--- config.mk ---
export PLATFORM = sky130hd
export DESIGN_NAME = dsp_sequencer
export DESIGN_NICKNAME = d
export VERILOG_FILES = /design/src/rtl/dsp_sequencer.sv
export SDC_FILE = /design/constraint.sdc
export NUM_CORES = 1
export LEC_CHECK = 0
export BUFFER_PORTS_ARGS = -buffer_cell sky130_fd_sc_hd__buf_2
export CAP_MARGIN = 30
export CORE_AREA = 3 3 91 71
export DETAILED_ROUTE_END_ITERATION = 10
export DIE_AREA = 0 0 94 74
export PLACE_DENSITY = 0.66
export SLEW_MARGIN = 20
export SYNTH_ARGS = -nofsm -noshare
export SYNTH_HDL_FRONTEND = slang
export SYNTH_SLANG_ARGS = --single-unit
--- constraint.sdc ---
create_clock -name ck -period 4.2 [get_ports ck]
set_input_delay 0.21 -clock ck [delete_from_list [all_inputs] [get_ports ck]]
set_output_delay 0.21 -clock ck [all_outputs]
set_load 0.005 [all_outputs]
--- src/rtl/dsp_sequencer.sv ---
// dsp_sequencer: frame-triggered program sequencer and program-RAM arbiter for the audio_engine MAC datapath.
// Optional macro DSP_SINGLE_STEP_EN adds step_mode/step ports for single-stepping the RUN state.
module dsp_sequencer #(
  parameter int CODE_W             = 8,
  parameter bit OVR_CLEAR_ON_START = 1'b0
) (
  input  logic              ck,
  input  logic              rst,
  input  logic              start,
  input  logic              cpu_req,
  output logic              cpu_gnt,
  input  logic              ovr_clr,
`ifdef DSP_SINGLE_STEP_EN
  input  logic              step_mode,
  input  logic              step,
`endif
  output logic [CODE_W-1:0] prog_addr,
  output logic              prog_re,
  input  logic [31:0]       prog_data,
  output logic              busy,
  output logic              done,
  output logic              overrun,
  output logic              mac_en,
  output logic              mac_zero,
  output logic              save_en,
  output logic              capture_en,
  output logic [2:0]        capture_code,
  output logic [4:0]        op_offset,
  output logic [3:0]        op_chan,
  output logic [15:0]       op_gain
);

  localparam logic [6:0] OP_MAC  = 7'b1000000;
  localparam logic [6:0] OP_MACZ = 7'b1000010;
  localparam logic [6:0] OP_SAVE = 7'b1010000;
  localparam logic [6:0] OP_HALT = 7'b1111111;

  typedef enum logic [1:0] {IDLE, FETCH, RUN, DONE} state_t;

  state_t            state, state_d;
  logic [CODE_W-1:0] pc, pc_d;
  logic              pending, last, last_d, issue, go, adv, is_cap;
  logic [6:0]        opc;

  assign opc    = prog_data[31:25];
  assign is_cap = (opc[6:3] == 4'b0010);
  assign go     = (start | pending) & ~cpu_req;
  assign busy   = (state == FETCH) | (state == RUN);
  assign done   = (state == DONE);

`ifdef DSP_SINGLE_STEP_EN
  assign adv = ~step_mode | step;
`else
  assign adv = 1'b1;
`endif

  always_comb begin
    state_d   = state;
    pc_d      = pc;
    last_d    = last;
    prog_re   = 1'b0;
    prog_addr = pc;
    issue     = 1'b0;
    case (state)
      IDLE: if (go) state_d = FETCH;
      FETCH: begin
        prog_re   = 1'b1;
        prog_addr = '0;
        pc_d      = '0;
        pc_d[0]   = 1'b1;
        state_d   = RUN;
      end
      RUN: begin
        // pc==0 here means the top word is in flight; show it rather than a wrapped 0
        if (pc == '0) prog_addr = pc - 1'b1;
        if (last || opc == OP_HALT) begin
          state_d = DONE;
        end else if (!adv) begin
          prog_re   = 1'b1;
          prog_addr = pc - 1'b1;
        end else begin
          issue = 1'b1;
          if (pc == '0) begin
            last_d = 1'b1;
          end else begin
            prog_re = 1'b1;
            pc_d    = pc + 1'b1;
          end
        end
      end
      DONE: begin
        pc_d    = '0;
        last_d  = 1'b0;
        state_d = IDLE;
      end
      default: state_d = IDLE;
    endcase
  end

  always_ff @(posedge ck) begin
    if (!rst) begin
      state        <= IDLE;
      pc           <= '0;
      last         <= 1'b0;
      pending      <= 1'b0;
      cpu_gnt      <= 1'b0;
      overrun      <= 1'b0;
      mac_en       <= 1'b0;
      mac_zero     <= 1'b0;
      save_en      <= 1'b0;
      capture_en   <= 1'b0;
      capture_code <= '0;
      op_offset    <= '0;
      op_chan      <= '0;
      op_gain      <= '0;
    end else begin
      state   <= state_d;
      pc      <= pc_d;
      last    <= last_d;
      // a start seen while the CPU owns the RAM waits here until cpu_req drops
      pending <= (state == IDLE) & (start | pending) & cpu_req;
      cpu_gnt <= (state == IDLE) & cpu_req;
      if (ovr_clr)
        overrun <= 1'b0;
      else if (start && state != IDLE)
        overrun <= 1'b1;
      else if (OVR_CLEAR_ON_START && start)
        overrun <= 1'b0;
      mac_en     <= issue & ((opc == OP_MAC) | (opc == OP_MACZ));
      mac_zero   <= issue & (opc == OP_MACZ);
      save_en    <= issue & (opc == OP_SAVE);
      capture_en <= issue & is_cap;
      if (issue) begin
        op_offset <= prog_data[24:20];
        op_chan   <= prog_data[19:16];
        op_gain   <= prog_data[15:0];
      end
      if (issue && is_cap) capture_code <= opc[2:0];
    end
  end

endmodule

==> run_results.csv <==
group,metric,value,unit
synthesis,synth_nets,281,
cells_and_area,final_area,2561,um^2
worst_setup_path,critPathBufInv,2,
worst_setup_path,crit_start,"pc[0]",
timing,rsz0062_at_grt,"false",
clocking,cts_buffers,5,
timing,tightest_slew,0.8436,ns
synthesis,syn_inst,238,
synthesis,ys_seq_elements,46,
clocking,cts_resized,0,
routing,drt_pass1_iterations,4,
worst_hold_path,min_path_type,"in2reg",
synthesis,synth-edff-count,0,
synthesis,yosys_most_used_dff,"dfxtp_1",
clocking,cts_setup_buffers,0,
cells_and_area,drive_gt1_frac,0.3022,
synthesis,synth_area,1969,um^2
synthesis,synthDominantCellAreaShare,0.4676,
clocking,hold_buffers,0,
placed_design,placed_area,2442,um^2
timing,worst_hold_slack,0.08318,ns
timing,final-max-slew-violation-count,0,
worst_setup_path,worstPathArrival,2.02,ns
routing,ant_nets,0,
global_route,grt_use_total,0.1319,
cells_and_area,final_util,0.4489,
routing,drtIter0Drc,77,
power,cellInternalPower,0.8611,mW
clocking,cts_max_path_buffers,2,
cells_and_area,syn_to_final_growth,30.05,%
clocking,root_buffer,"clkbuf_8",
cells_and_area,num-nets-final,363,
timing,slew_headroom,0.4376,
synthesis,synth_most_common_cell,"nand2_1",
clocking,cts_sinks,46,
worst_setup_path,critPathSlowestCell,"dfxtp_1",
cells_and_area,diodes,0,
synthesis,yosys-top-cells-area,"dfxtp_1, nand2_1, a21oi_1",
timing,fin_skew,0.004351,ns
placed_design,gp_congestion,0.8205,
cells_and_area,final_cells,399,
power,clkPwrFrac,0.198,
cells_and_area,fillers,592,
worst_setup_path,cp_cell_sequence,"inv_1 > ha_1 > nor4b_4 > nand3_2 > or3_4 > a21oi_1 > buf_2",
placed_design,dp.cells,390,
synthesis,yosys_warnings,0,
global_route,grt_pass1_wl,7265,um
power,power_density,528.0,nW/um^2
global_route,antenna_found_initial,0,
worst_setup_path,critPathMaxFanout,9,
synthesis,synth_common_cells,"nand2_1, dfxtp_1, a21oi_1",
floorplanning,die_w,94,um
worst_setup_path,worstSetupPathType,"reg2out",
routing,vias,1864,
timing,max_freq,448.1,MHz
clocking,htreeDepth,2,
clocking,clkSlewWorstSetupHoldPaths,0.08,ns
routing,via_per_inst,4.672,
worst_setup_path,cp-start-kind,"flip-flop",
floorplanning,row_count,24,
worst_setup_path,cpLargestDelayFamily,"simple AND/OR/NAND/NOR gates",
flow_run,max_cap_viol_count,0,
status,outcome,"completed",
power,ir_drop,0.0001854,V
clocking,cts_tree,"done",
placed_design,port_buffers,81,
floorplanning,start_util,0.3452,
timing,report.final.setup_viol,0,
global_route,grt_max_degree,33,
global_route,grt_overflow,0,
power,total_leakage_power,1.171,nW
floorplanning,ios,82,
worst_setup_path,worstPathRequired,3.99,ns
synthesis,ys_types,39,
power,p_seq_frac,0.402,
routing,drc,0,
floorplanning,die_area,6956,um^2
timing,hold_viol,0,
worst_setup_path,r2r-start,"state[0]",
synthesis,synth_top_cell_by_area,"dfxtp_1",
worst_hold_path,holdCritStartpoint,"ovr_clr",
worst_setup_path,cp-end-kind,"primary output",
timing,fin_crit_sh,0.5314,
worst_setup_path,rrSetupSlack,2.12,ns
timing,period_needed,2.232,ns
routing,wl_per_cell,11.99,um
floorplanning,fp.dieH,74,um
synthesis,ys_async_sr_fraction,0,
power,power_frac_comb,0.399,
cells_and_area,multi_input_area,954.7,um^2
placed_design,pre_cts_slack,2.108,ns
clocking,worstSkewPairLatency,0.28,ns
cells_and_area,layout.area.seq,920.9,um^2
floorplanning,core,5705,um^2
power,p_switching,0.4913,mW
worst_setup_path,max_stage_delay,0.39,ns
power,finalPower,1.352,mW
timing,finalSetupTns,0,ns
timing,postLayoutSetupSlackWorst,1.968,ns
routing,routed_wl,4785,um
global_route,grt_pass1_vias,1629,
power,swShare,0.3633,
synthesis,ys_seq_area_frac,0.4676,
placed_design,place.detailed.hpwl,3576,um
synthesis,syn_avg_cell_area,8.275,um^2
[cell usage in the layout (no fill, tap or decap), types with 6 or more instances in the layout]
cell	netlist	routed
dfxtp_1	46	46
a21oi_1	40	40
ha_1	6	6
o21ai_0	7	7
buf_2	3	81
inv_1	14	14
clkbuf_8	0	6
nor2_1	12	12
nand2_1	57	57
[layout make-up]
cell class,instances,share of cell area
inverter,14,0.02052
multi-input combinational,170,0.3727
tap,78,0.03810
clock inverter,1,0.001954
sequential,46,0.3595
timing repair buffer,83,0.1734
clock buffer,7,0.03371
[worst register-to-register path, cell delays in order, from the launching register on]
cell,delay [ns]
dfxtp_1,0.34
inv_1,0.10
ha_1,0.32
and2b_1,0.26
o21a_1,0.70
nand2_1,0.14
a21oi_1,0.16
[routing by layer]
| metal | track usage | vias to the layer above | wire, um |
|---|---|---|---|
| li1 | - | 977 | - |
| met1 | 0.1797 | 831 | 2405 |
| met2 | 0.2046 | 54 | 2032 |
| met3 | 0.03640 | 2 | 306 |
| met4 | 0.04327 | 0 | 39 |
| met5 | 0 | - | 0 |
[cells by family (layout without fill, tap and decap cells)]
logic type	after synthesis	after routing	share of synthesized area
AO/OA/AOI/OAI	62	62	0.1785
XOR/XNOR	1	1	0.004448
adder cells (fa/ha/maj)	6	6	0.03812
buffers and inverters	22	105	0.04764
flip-flops	46	46	0.4676
multiplexers	4	4	0.02033
AND/OR/NAND/NOR	97	97	0.2433
[flip-flops by register name (all words and copies together), names as in the netlist, 2 cells and up]
name,count
state,2
op_gain,16
op_chan,4
capture_code,3
pc,8
op_offset,5
[power by group through the flow]
stage                     logic, mW  clock network [mW]  registers [mW]
final                         0.540               0.268           0.544
after global routing          0.602               0.297           0.553
after CTS                     0.540               0.280           0.545
after detailed placement      0.537                   0           0.555
after global placement        0.529                   0           0.554
after floorplan               0.339                   0           0.555
[path summary, 6_finish.rpt]
kind                  end  cells past startpoint
max reg2reg    op_gain[4]                      6
max          prog_addr[7]                      7
min               overrun                      2
min reg2reg    op_gain[3]                      2
No activity file was read; power rests on OpenSTA's default activity.
